`src/rtl/seg7_pkg.sv`:
```
// Shared definitions for the 7-segment scan path: digit limits,
// digit-enable polarity constants and a width helper.
package seg7_pkg;

  localparam int MAX_DIGITS = 8;

  // Digit-select polarity, shared with the decoder top.
  localparam bit DIGIT_EN_ACTIVE_LOW  = 1'b1;
  localparam bit DIGIT_EN_ACTIVE_HIGH = 1'b0;

  // Bits needed to hold 0..n-1, never less than one bit.
  function automatic int clog2_min1(input int n);
    return (n <= 2) ? 1 : $clog2(n);
  endfunction

endpackage

```
`src/rtl/seg7_scan_mux_if.sv`:
```
// Value/display bundle between the value source and the scan multiplexer.
interface seg7_scan_mux_if #(
  parameter int NUM_DIGITS = 4
);

  logic [4*NUM_DIGITS-1:0] i_value;
  logic                    i_load;
  logic [NUM_DIGITS-1:0]   i_dp;
  logic                    i_blank_lz;
  logic [3:0]              o_nibble;
  logic                    o_dp;
  logic [NUM_DIGITS-1:0]   o_digit_en;
  logic                    o_frame_done;

  modport master (
    output i_value, i_load, i_dp, i_blank_lz,
    input  o_nibble, o_dp, o_digit_en, o_frame_done
  );

  modport slave (
    input  i_value, i_load, i_dp, i_blank_lz,
    output o_nibble, o_dp, o_digit_en, o_frame_done
  );

endinterface

```
`src/rtl/seg7_slot_timer.sv`:
```
// Slot timer: counts cycles within a digit slot and steps the digit
// index on every slot wrap; flags the last cycle of the last slot.
module seg7_slot_timer
  import seg7_pkg::*;
#(
  parameter  int TICKS      = 10,
  parameter  int NUM_DIGITS = 4,
  localparam int CW         = clog2_min1(TICKS),
  localparam int IW         = clog2_min1(NUM_DIGITS)
) (
  input  logic          clk,
  input  logic          rst_n,
  output logic [CW-1:0] cnt,
  output logic [IW-1:0] idx,
  output logic          boundary
);

  localparam logic [CW-1:0] CNT_MAX = CW'(TICKS - 1);
  localparam logic [IW-1:0] IDX_MAX = IW'(NUM_DIGITS - 1);

  logic wrap;

  assign wrap     = (cnt == CNT_MAX);
  assign boundary = wrap && (idx == IDX_MAX);

  // Slot counter and digit index; index wraps back to digit 0 after the last slot.
  always_ff @(posedge clk or negedge rst_n) begin
    if (!rst_n) begin
      cnt <= '0;
      idx <= '0;
    end else if (wrap) begin
      cnt <= '0;
      idx <= (idx == IDX_MAX) ? '0 : idx + IW'(1);
    end else begin
      cnt <= cnt + CW'(1);
    end
  end

endmodule

```
`src/rtl/seg7_scan_mux.sv`:
```
// N-digit 7-segment scan multiplexer: holds a double-buffered hex value,
// presents one nibble per slot with blanking, leading-zero suppression
// and frame-synchronous value updates. All outputs are registered.
module seg7_scan_mux
  import seg7_pkg::*;
#(
  parameter int NUM_DIGITS       = 4,
  parameter int CLK_FREQ_HZ      = 50_000_000,
  parameter int DIGIT_RATE_HZ    = 1000,
  parameter int BLANK_CYCLES     = 16,
  parameter int DIGIT_ACTIVE_LOW = 1
) (
  input logic            i_clk,
  input logic            i_rst_n,
  seg7_scan_mux_if.slave bus
);

  localparam int TICKS = CLK_FREQ_HZ / DIGIT_RATE_HZ;
  localparam int CW    = clog2_min1(TICKS);
  localparam int IW    = clog2_min1(NUM_DIGITS);
  localparam bit ACT_LOW = (DIGIT_ACTIVE_LOW != 0) ? DIGIT_EN_ACTIVE_LOW : DIGIT_EN_ACTIVE_HIGH;
  localparam logic [CW-1:0]         BLANK_END = CW'(BLANK_CYCLES);
  localparam logic [NUM_DIGITS-1:0] EN_OFF    = ACT_LOW ? {NUM_DIGITS{1'b1}} : {NUM_DIGITS{1'b0}};

  if (BLANK_CYCLES >= TICKS) begin : g_bad_blank
    $error("seg7_scan_mux: BLANK_CYCLES must be smaller than the slot length");
  end
  if (NUM_DIGITS < 1 || NUM_DIGITS > MAX_DIGITS) begin : g_bad_digits
    $error("seg7_scan_mux: NUM_DIGITS out of range 1..8");
  end

  logic [CW-1:0] cnt;
  logic [IW-1:0] idx;
  logic          boundary;

  seg7_slot_timer #(
    .TICKS      (TICKS),
    .NUM_DIGITS (NUM_DIGITS)
  ) u_timer (
    .clk      (i_clk),
    .rst_n    (i_rst_n),
    .cnt      (cnt),
    .idx      (idx),
    .boundary (boundary)
  );

  logic [NUM_DIGITS-1:0][3:0] disp_val;
  logic [NUM_DIGITS-1:0]      disp_dp;
  logic [NUM_DIGITS-1:0][3:0] pend_val;
  logic [NUM_DIGITS-1:0]      pend_dp;
  logic                       pend_vld;

  // Double buffer: loads land in pending; display only changes at a frame
  // boundary, where a coincident load bypasses pending so it is not delayed a frame.
  always_ff @(posedge i_clk or negedge i_rst_n) begin
    if (!i_rst_n) begin
      disp_val <= '0;
      disp_dp  <= '0;
      pend_val <= '0;
      pend_dp  <= '0;
      pend_vld <= 1'b0;
    end else if (boundary && bus.i_load) begin
      disp_val <= bus.i_value;
      disp_dp  <= bus.i_dp;
      pend_vld <= 1'b0;
    end else begin
      if (boundary && pend_vld) begin
        disp_val <= pend_val;
        disp_dp  <= pend_dp;
        pend_vld <= 1'b0;
      end
      if (bus.i_load) begin
        pend_val <= bus.i_value;
        pend_dp  <= bus.i_dp;
        pend_vld <= 1'b1;
      end
    end
  end

  logic [3:0]            cur_nib;
  logic                  cur_dp;
  logic [NUM_DIGITS-1:0] sel;
  logic [NUM_DIGITS-1:0] lz;
  logic                  upper_zero;
  logic [NUM_DIGITS-1:0] show;
  logic [NUM_DIGITS-1:0] en_next;

  // Select the current digit and find digits that are leading zeros
  // (this and every higher nibble zero, no decimal point on this digit).
  always_comb begin
    cur_nib    = 4'h0;
    cur_dp     = 1'b0;
    sel        = '0;
    lz         = '0;
    upper_zero = 1'b1;
    for (int i = 0; i < NUM_DIGITS; i++) begin
      if (idx == IW'(i)) begin
        cur_nib = disp_val[i];
        cur_dp  = disp_dp[i];
        sel[i]  = 1'b1;
      end
    end
    for (int i = NUM_DIGITS - 1; i > 0; i--) begin
      upper_zero = upper_zero && (disp_val[i] == 4'h0);
      lz[i]      = upper_zero && !disp_dp[i];
    end
    show    = (cnt >= BLANK_END) ? (sel & ~(lz & {NUM_DIGITS{bus.i_blank_lz}})) : '0;
    en_next = ACT_LOW ? ~show : show;
  end

  // Output register stage.
  always_ff @(posedge i_clk or negedge i_rst_n) begin
    if (!i_rst_n) begin
      bus.o_nibble     <= 4'h0;
      bus.o_dp         <= 1'b0;
      bus.o_digit_en   <= EN_OFF;
      bus.o_frame_done <= 1'b0;
    end else begin
      bus.o_nibble     <= cur_nib;
      bus.o_dp         <= cur_dp;
      bus.o_digit_en   <= en_next;
      bus.o_frame_done <= boundary;
    end
  end

endmodule

```
`src/flat_wrapper.sv`:
```
// flat-port wrapper written by rule: the top's interface ports become plain ports
module seg7_scan_mux_flat import seg7_pkg::*;
#(
  parameter int NUM_DIGITS       = 4,
  parameter int CLK_FREQ_HZ      = 50_000_000,
  parameter int DIGIT_RATE_HZ    = 1000,
  parameter int BLANK_CYCLES     = 16,
  parameter int DIGIT_ACTIVE_LOW = 1
)
  (i_clk, i_rst_n, bus_i_value, bus_i_load, bus_i_dp, bus_i_blank_lz, bus_o_nibble, bus_o_dp, bus_o_digit_en, bus_o_frame_done);
  seg7_scan_mux_if #(.NUM_DIGITS(NUM_DIGITS)) bus_i ();
  input logic i_clk;
  input logic i_rst_n;
  input wire logic [$bits(bus_i.i_value)-1:0] bus_i_value;
  input wire logic [$bits(bus_i.i_load)-1:0] bus_i_load;
  input wire logic [$bits(bus_i.i_dp)-1:0] bus_i_dp;
  input wire logic [$bits(bus_i.i_blank_lz)-1:0] bus_i_blank_lz;
  output wire logic [$bits(bus_i.o_nibble)-1:0] bus_o_nibble;
  output wire logic [$bits(bus_i.o_dp)-1:0] bus_o_dp;
  output wire logic [$bits(bus_i.o_digit_en)-1:0] bus_o_digit_en;
  output wire logic [$bits(bus_i.o_frame_done)-1:0] bus_o_frame_done;
  assign bus_i.i_value = bus_i_value;
  assign bus_i.i_load = bus_i_load;
  assign bus_i.i_dp = bus_i_dp;
  assign bus_i.i_blank_lz = bus_i_blank_lz;
  assign bus_o_nibble = bus_i.o_nibble;
  assign bus_o_dp = bus_i.o_dp;
  assign bus_o_digit_en = bus_i.o_digit_en;
  assign bus_o_frame_done = bus_i.o_frame_done;
  seg7_scan_mux #(.NUM_DIGITS(NUM_DIGITS), .CLK_FREQ_HZ(CLK_FREQ_HZ), .DIGIT_RATE_HZ(DIGIT_RATE_HZ), .BLANK_CYCLES(BLANK_CYCLES), .DIGIT_ACTIVE_LOW(DIGIT_ACTIVE_LOW)) u_core (.i_clk(i_clk), .i_rst_n(i_rst_n), .bus(bus_i));
endmodule
```
`config.mk`:
```
export PLATFORM = sky130hd
export DESIGN_NAME = seg7_scan_mux_flat
export DESIGN_NICKNAME = d
export VERILOG_FILES = /design/src/rtl/seg7_pkg.sv /design/src/rtl/seg7_scan_mux_if.sv /design/src/rtl/seg7_slot_timer.sv /design/src/rtl/seg7_scan_mux.sv /design/src/flat_wrapper.sv
export SDC_FILE = /design/constraint.sdc
export NUM_CORES = 1
export LEC_CHECK = 0
export CORE_MARGIN = 2
export CORE_UTILIZATION = 61
export CTS_CLUSTER_SIZE = 25
export DETAILED_ROUTE_END_ITERATION = 10
export GPL_ROUTABILITY_DRIVEN = 0
export HOLD_SLACK_MARGIN = 0.12
export PLACE_DENSITY = 0.86
export SYNTH_ARGS = -nofsm -noshare
export SYNTH_HDL_FRONTEND = slang
export SYNTH_SLANG_ARGS = --single-unit
```
`constraint.sdc`:
```
create_clock -name i_clk -period 6 [get_ports i_clk]
set_input_delay 1.2 -clock i_clk [delete_from_list [all_inputs] [get_ports i_clk]]
set_output_delay 1.2 -clock i_clk [all_outputs]
set_load 0.01 [all_outputs]
```
==> flow_metrics.py, run 1 <==
metrics = {
    "outcome": {
        "outcome": "completed",
    },
    "timing": {
        "maxSlewViolCount": 0,
        "hold_viol": 0,
        "slew_headroom": 0.3426,
        "worst_pin_slew_ns": 0.9860,
        "setup_viol": 0,
        "fin_crit_sh": 0.5247,
        "max_freq_mhz": 317.7,
        "skew_ns": 0.008026,
        "rsz0062_at_grt": "no",
        "min_period_ns": 3.148,
        "setup_tns_ns": 0,
    },
    "global_routing": {
        "grt_pass1_wl_um": 12130,
        "grt_pass1_vias": 2549,
        "grt_usage": 0.2624,
        "grt_max_degree": 70,
        "overflow": 0,
        "antenna_found_initial": 0,
    },
    "synth": {
        "syn_area_mm2": 0.003303,
        "ys_ff_latch": 69,
        "yosysWarnings": 0,
        "synth.yosys.seq_area_share": 0.5242,
        "syn_nets": 322,
        "synthCells": 292,
        "synth_top_cell_area_share": 0.4924,
        "synth.avg_cell_area_um2": 11.31,
        "yosys.area.top_type": "dfrtp_1",
        "synth.distinct_cells": 35,
        "synth.top_cells.by_area": "dfrtp_1 (49%), mux2_4 (9.1%), nand3_1 (7.0%)",
    },
    "run": {
        "drv_cap": 0,
    },
    "critical_path": {
        "critPathLaunchType": "register",
        "crit_path_max_fanout": 42,
        "timing.rr.start": "u_core.u_timer.idx[0]",
        "ff2ff_setup_slack_ns": 2.85,
        "r2r_end": "u_core.disp_dp[1]",
        "worstPathRequired_ns": 6.29,
        "startpoint": "u_core.u_timer.idx[0]",
        "arrival_ns": 3.44,
        "worstSetupPathType": "reg -> reg",
        "cp-end-kind": "register",
        "crit_end": "u_core.disp_dp[1]",
        "ff2ff_path_depth": 6,
    },
    "power": {
        "leakagePower_nw": 1.601,
        "switchingPower_mw": 0.2070,
        "netSwitchingFraction": 0.2216,
        "clockPowerShare": 0.413,
        "p_seq_frac": 0.522,
        "ir_drop_mv": 0.1786,
        "intPower_mw": 0.7270,
        "pwr_density_cell_mw_per_mm2": 243.6,
        "combPwrFrac": 0.065,
    },
    "final_layout": {
        "antennaDiodeCount": 0,
        "nNetsFinal": 353,
        "syn2layout_area_growth_pct": 16.06,
        "drive_above_1_share": 0.1494,
        "stdcell_count": 398,
    },
    "detailed_routing": {
        "via_count": 2485,
        "remaining_drc_errors": 0,
        "via_per_inst": 6.244,
        "final_antenna_net_count": 0,
        "drt-total-wl_um": 7111,
        "drtPass1Iterations": 4,
        "drtIter0Drc": 189,
        "wl_per_cell_um": 17.87,
    },
    "placement": {
        "dp_hpwl_um": 4599,
        "port_buffers": 33,
        "placed_cells": 382,
    },
    "cts": {
        "clk_latency_ns": 0.35,
        "cts_resized": 0,
        "cts_tree": "built",
        "hold_buffers": 0,
        "root_buffer": "clkbuf_8",
        "cts_buffer_depth": 2,
        "clkTransAtPathRegs_ns": 0.07,
        "post-cts-setup-buffers": 0,
        "cts_buffers": 9,
        "clock_sink_count": 69,
        "htree_levels": 3,
    },
    "floorplan": {
        "start_util": 0.6386,
        "rows": 26,
        "die_y_um": 77.59,
        "num_io_pins": 34,
        "core_area_mm2": 0.005172,
        "fp.dieArea_mm2": 0.006019,
        "die_x_um": 77.59,
    },
    "hold_path": {
        "holdCritPathClass": "reg -> reg",
    },
}
==> kinds of logic (layout without fill, tap and decap cells) <==
group | Yosys count | count (layout) | share of synthesized area
AND/OR/NAND/NOR | 123 | 123 | 0.1902
flip-flops | 69 | 69 | 0.5242
AO/OA/AOI/OAI | 35 | 35 | 0.08788
buffers and inverters | 25 | 61 | 0.04583
multiplexers | 22 | 22 | 0.09735
XOR/XNOR | 12 | 12 | 0.03182
adder cells (fa/ha/maj) | 6 | 6 | 0.02273
==> cell type report <==
cell class | instances | area (µm²)
sequential | 69 | 1732
multi-input combinational | 198 | 1420
fill | 341 | 1339
timing repair buffer | 38 | 362.8
clock buffer | 12 | 155.1
tap | 70 | 87.58
clock inverter | 4 | 47.55
inverter | 7 | 28.78
==> state kept, by name, indices dropped and copies added (netlist names) <==
| signal | cells |
|---|---|
| u_core.bus.o_dp | 1 |
| u_core.pend_val | 16 |
| u_core.disp_dp | 4 |
| u_core.pend_dp | 4 |
| u_core.pend_vld | 1 |
| u_core.disp_val | 16 |
| u_core.u_timer.idx | 2 |
| u_core.bus.o_digit_en | 4 |
| u_core.u_timer.cnt | 16 |
| u_core.bus.o_nibble | 4 |
| u_core.bus.o_frame_done | 1 |
==> synthesized netlist by cell type <==
cell type	count
nand3_1	46
xnor2_1	3
or4_4	1
and3_1	1
inv_1	6
dfrtp_1	65
and4_1	2
nand2_1	32
or3_1	1
nand2b_1	1
mux2_4	20
dfstp_2	4
nor4_1	3
a221oi_1	5
o21ai_0	2
o31ai_1	5
nand4_1	6
buf_12	2
a32oi_1	20
nor3_1	3
o211ai_1	2
nand2_8	1
or4_1	4
mux2i_1	1
nor2_1	13
or4b_1	1
buf_4	4
nor2b_1	8
inv_4	1
xor2_1	9
o311ai_0	1
buf_6	1
ha_1	6
clkbuf_1	11
mux2_2	1
==> through the flow <==
| step | total power, mW | hold slack [ns] | cell area [µm²] | setup slack [ns] | util |
|---|---|---|---|---|---|
| after floorplan | 0.5251 | 0.4608 | 3303 | 3.777 | - |
| after global placement | 0.5545 | 0.4905 | 3631 | 3.028 | 0.7020 |
| after detailed placement | 0.5569 | 0.4908 | 3631 | 2.942 | 0.7020 |
| after CTS | 0.9395 | 0.5075 | 3834 | 2.868 | 0.7412 |
| after global routing | 0.9660 | 0.5410 | 3834 | 2.695 | 0.7412 |
| final | 0.9340 | 0.5089 | 3834 | 2.852 | 0.7412 |
==> worst max-delay path, cell delays in order (launching register included) <==
cell	delay [ns]
dfrtp_1	0.40
ha_1	0.45
or4b_1	0.48
or4_1	0.87
inv_4	0.52
a32oi_1	0.20
nand3_1	0.14
==> cells in the final DEF, fill, tap and decap left out, types with 2 or more instances in the layout <==
cell and count:
a221oi_1 5, a32oi_1 20, and4_1 2, buf_4 5, clkbuf_8 11, clkdlybuf4s50_1 32, clkinv_2 2, dfrtp_1 65
dfstp_2 4, ha_1 6, inv_1 6, mux2_4 20, nand2_1 32, nand3_1 46, nand4_1 6, nor2_1 13
nor2b_1 8, nor3_1 3, nor4_1 3, o211ai_1 2, o21ai_0 2, o31ai_1 5, or4_1 4, xnor2_1 3
xor2_1 9
==> power by group through the flow <==
stage | Sequential, mW | Combinational (mW) | Clock [mW]
2_1_floorplan | 0.493 | 0.0324 | 0
3_3_place_gp | 0.495 | 0.0592 | 0
3_5_place_dp | 0.495 | 0.0616 | 0
4_1_cts | 0.487 | 0.0615 | 0.391
5_1_grt | 0.489 | 0.0661 | 0.411
6_report | 0.488 | 0.0610 | 0.385
==> per-layer routing <==
layer  GRT usage  wire length (µm)  part of all wire
met5           0                 0                 0
met4      0.1089               229             0.032
met3     0.09419               414             0.058
met2      0.4112              3436              0.48
met1      0.3315              3030              0.43
==> how the worst min path moves through the flow <==
stage                                 startpoint                      to  slack, ns  depth (start not counted)
after CTS                 u_core.u_timer.cnt[13]  u_core.u_timer.cnt[13]       0.51                          1
final                     u_core.u_timer.cnt[13]  u_core.u_timer.cnt[13]       0.51                          1
after floorplan            u_core.u_timer.cnt[5]   u_core.u_timer.cnt[5]       0.46                          1
after global placement     u_core.u_timer.cnt[5]   u_core.u_timer.cnt[5]       0.49                          1
after global routing          u_core.pend_val[6]      u_core.pend_val[6]       0.54                          1
after detailed placement  u_core.u_timer.cnt[13]  u_core.u_timer.cnt[13]       0.49                          1
Note: power is estimated with default switching activity, not from simulation.
==> run 2: changes to the inputs <==
--- a/config.mk
+++ b/config.mk
@@ -6,12 +6,12 @@
 export NUM_CORES = 1
 export LEC_CHECK = 0
 export CORE_MARGIN = 2
-export CORE_UTILIZATION = 61
+export CORE_UTILIZATION = 51
 export CTS_CLUSTER_SIZE = 25
 export DETAILED_ROUTE_END_ITERATION = 10
 export GPL_ROUTABILITY_DRIVEN = 0
 export HOLD_SLACK_MARGIN = 0.12
-export PLACE_DENSITY = 0.86
+export PLACE_DENSITY = 0.77
 export SYNTH_ARGS = -nofsm -noshare
 export SYNTH_HDL_FRONTEND = slang
 export SYNTH_SLANG_ARGS = --single-unit
==> constraint.sdc (replaced) <==
create_clock -name i_clk -period 2.88 [get_ports i_clk]
set_input_delay 0.576 -clock i_clk [delete_from_list [all_inputs] [get_ports i_clk]]
set_output_delay 0.576 -clock i_clk [all_outputs]
set_load 0.01 [all_outputs]
==> run 2 against run 1 <==
Compared with the run above:
- cell area is 0.85% higher
- hold slack got worse by 0.26 ns
- critical endpoint is now u_core.disp_val[14]
- cell count rose by 2.3%
- combinational power increased by 110%
- critical path type unchanged
- sequential power grew 110%
- total power grew 100%
- count of clock-buffer cells in the layout increased by 1
- die area increased by 19%
- highest routed layer unchanged
- sequential cell count unchanged
==> flow_metrics.py, run 2 (synthesis results as in run 1) <==
metrics = {
    "detailed_routing": {
        "via_per_inst": 6.069,
        "remaining_drc_errors": 0,
        "drtPass1Iterations": 5,
        "drt-total-wl_um": 6885,
        "wl_per_cell_um": 16.92,
        "drtIter0Drc": 228,
        "via_count": 2470,
        "final_antenna_net_count": 0,
    },
    "timing": {
        "setup_viol": 0,
        "slew_headroom": 0.4893,
        "skew_ns": 0.005586,
        "maxSlewViolCount": 0,
        "layout_setup_ws_ns": 0.4642,
        "min_period_ns": 2.416,
        "max_freq_mhz": 413.9,
        "setup_tns_ns": 0,
        "worst_pin_slew_ns": 0.7645,
        "rsz0062_at_grt": "no",
        "hold_viol": 0,
        "fin_crit_sh": 0.8388,
    },
    "cts": {
        "clk_latency_ns": 0.33,
        "htree_levels": 3,
        "root_buffer": "clkbuf_8",
        "cts_buffers": 9,
        "cts_buffer_depth": 2,
        "clock_sink_count": 69,
        "post-cts-setup-buffers": 0,
        "cts_tree": "built",
        "hold_buffers": 0,
        "cts_resized": 0,
        "clkTransAtPathRegs_ns": 0.07,
    },
    "power": {
        "total_power_mw": 1.869,
        "ir_drop_mv": 0.2861,
        "leakagePower_nw": 1.621,
        "p_seq_frac": 0.544,
        "intPower_mw": 1.469,
        "switchingPower_mw": 0.4009,
        "combPwrFrac": 0.068,
        "clockPowerShare": 0.388,
        "pwr_density_cell_mw_per_mm2": 483.5,
        "netSwitchingFraction": 0.2144,
    },
    "floorplan": {
        "core_area_mm2": 0.006314,
        "start_util": 0.5232,
        "rows": 29,
        "die_x_um": 84.48,
        "die_y_um": 84.48,
        "fp.dieArea_mm2": 0.007137,
        "num_io_pins": 34,
    },
    "critical_path": {
        "cp-end-kind": "register",
        "crit_path_max_fanout": 42,
        "worstPathRequired_ns": 3.15,
        "worstSetupPathType": "reg -> reg",
        "arrival_ns": 2.68,
        "critPathLaunchType": "register",
    },
    "final_layout": {
        "antennaDiodeCount": 0,
        "syn2layout_area_growth_pct": 17.05,
        "nNetsFinal": 357,
        "drive_above_1_share": 0.1576,
        "layout_common_cells": "dfrtp_1 (65), nand3_1 (46), nand2_1 (32), clkdlybuf4s50_1 (32)",
        "final_common_cell": "dfrtp_1",
        "finalInstanceArea_mm2": 0.003866,
        "final_util": 0.6124,
        "top_regs": "u_core.disp_val: 16 flops, u_core.pend_val: 16 flops, u_core.u_timer.cnt: 16 flops",
    },
    "global_routing": {
        "grt_usage": 0.2150,
        "grt_max_degree": 43,
        "grt_pass1_wl_um": 12080,
        "grt_pass1_vias": 2386,
        "overflow": 0,
        "antenna_found_initial": 0,
    },
    "placement": {
        "pre_cts_ws_ns": 0.4849,
        "dp_hpwl_um": 4699,
        "port_buffers": 33,
        "dpl_cell_area_mm2": 0.003682,
    },
    "outcome": {
        "outcome": "completed",
    },
    "hold_path": {
        "holdCritPathClass": "in -> async",
    },
    "run": {
        "drv_cap": 0,
    },
}
## run 2: changes by cell type in the layout (fill, tap and decap cells not counted), sizes merged
cell and change:
buf +4, bufinv -1, clkbuf +1, clkinv -1
clkinvlp -1
## run 2: area by class of cell
type                            count  area (µm²)
Clock inverter                      1       5.005
Timing Repair Buffer               42       405.4
Inverter                            7       28.78
Sequential cell                    69        1732
Tap cell                           77       96.34
Clock buffer                       13       178.9
Multi-Input combinational cell    198        1420
Fill cell                         511        2447
## run 2: path summary, 6_finish.rpt
path | start | to | slack [ns] | cells after the start
worst max-delay path | u_core.u_timer.cnt[7] | u_core.disp_val[14] | 0.46 | 5
max in group asynchronous | i_rst_n | u_core.u_timer.cnt[11] | 2.00 | 2
worst min register to register | u_core.u_timer.cnt[13] | u_core.u_timer.cnt[13] | 0.51 | 1
worst min-delay path | i_rst_n | u_core.pend_val[1] | 0.25 | 1
min in group i_clk | u_core.u_timer.cnt[13] | u_core.u_timer.cnt[13] | 0.51 | 1
worst max register to register | u_core.u_timer.cnt[7] | u_core.disp_val[14] | 0.46 | 5
## run 2: power groups by stage
stage,Combinational (mW),Clock [mW],Sequential (mW)
5_1_grt,0.139,0.788,1.02
3_3_place_gp,0.126,0,1.03
6_report,0.128,0.726,1.02
4_1_cts,0.130,0.741,1.02
2_1_floorplan,0.0676,0,1.03
3_5_place_dp,0.130,0,1.03
## run 2: layer usage
metal  vias to the layer above  part of all wire  track usage
li1                       1136                 -            -
met1                      1231              0.46       0.3050
met2                        91              0.46       0.3057
met3                        12             0.062      0.05900
met4                         0             0.019       0.1053
met5                         -                 0            0
## run 2: per-stage QoR
step | hold WS, ns | instances
floorplan | 0.2804 | 292
global placement | 0.4809 | 393
detailed placement | 0.4979 | 393
CTS | 0.2618 | 407
global route | 0.2931 | 407
finish | 0.2485 | 407
## run 2: worst max-delay path, cell delays in order, from the launching register on
cell     delay [ns]
dfrtp_1        0.43
or4_4          0.53
or4_1          0.70
inv_4          0.38
a32oi_1        0.18
nand3_1        0.12
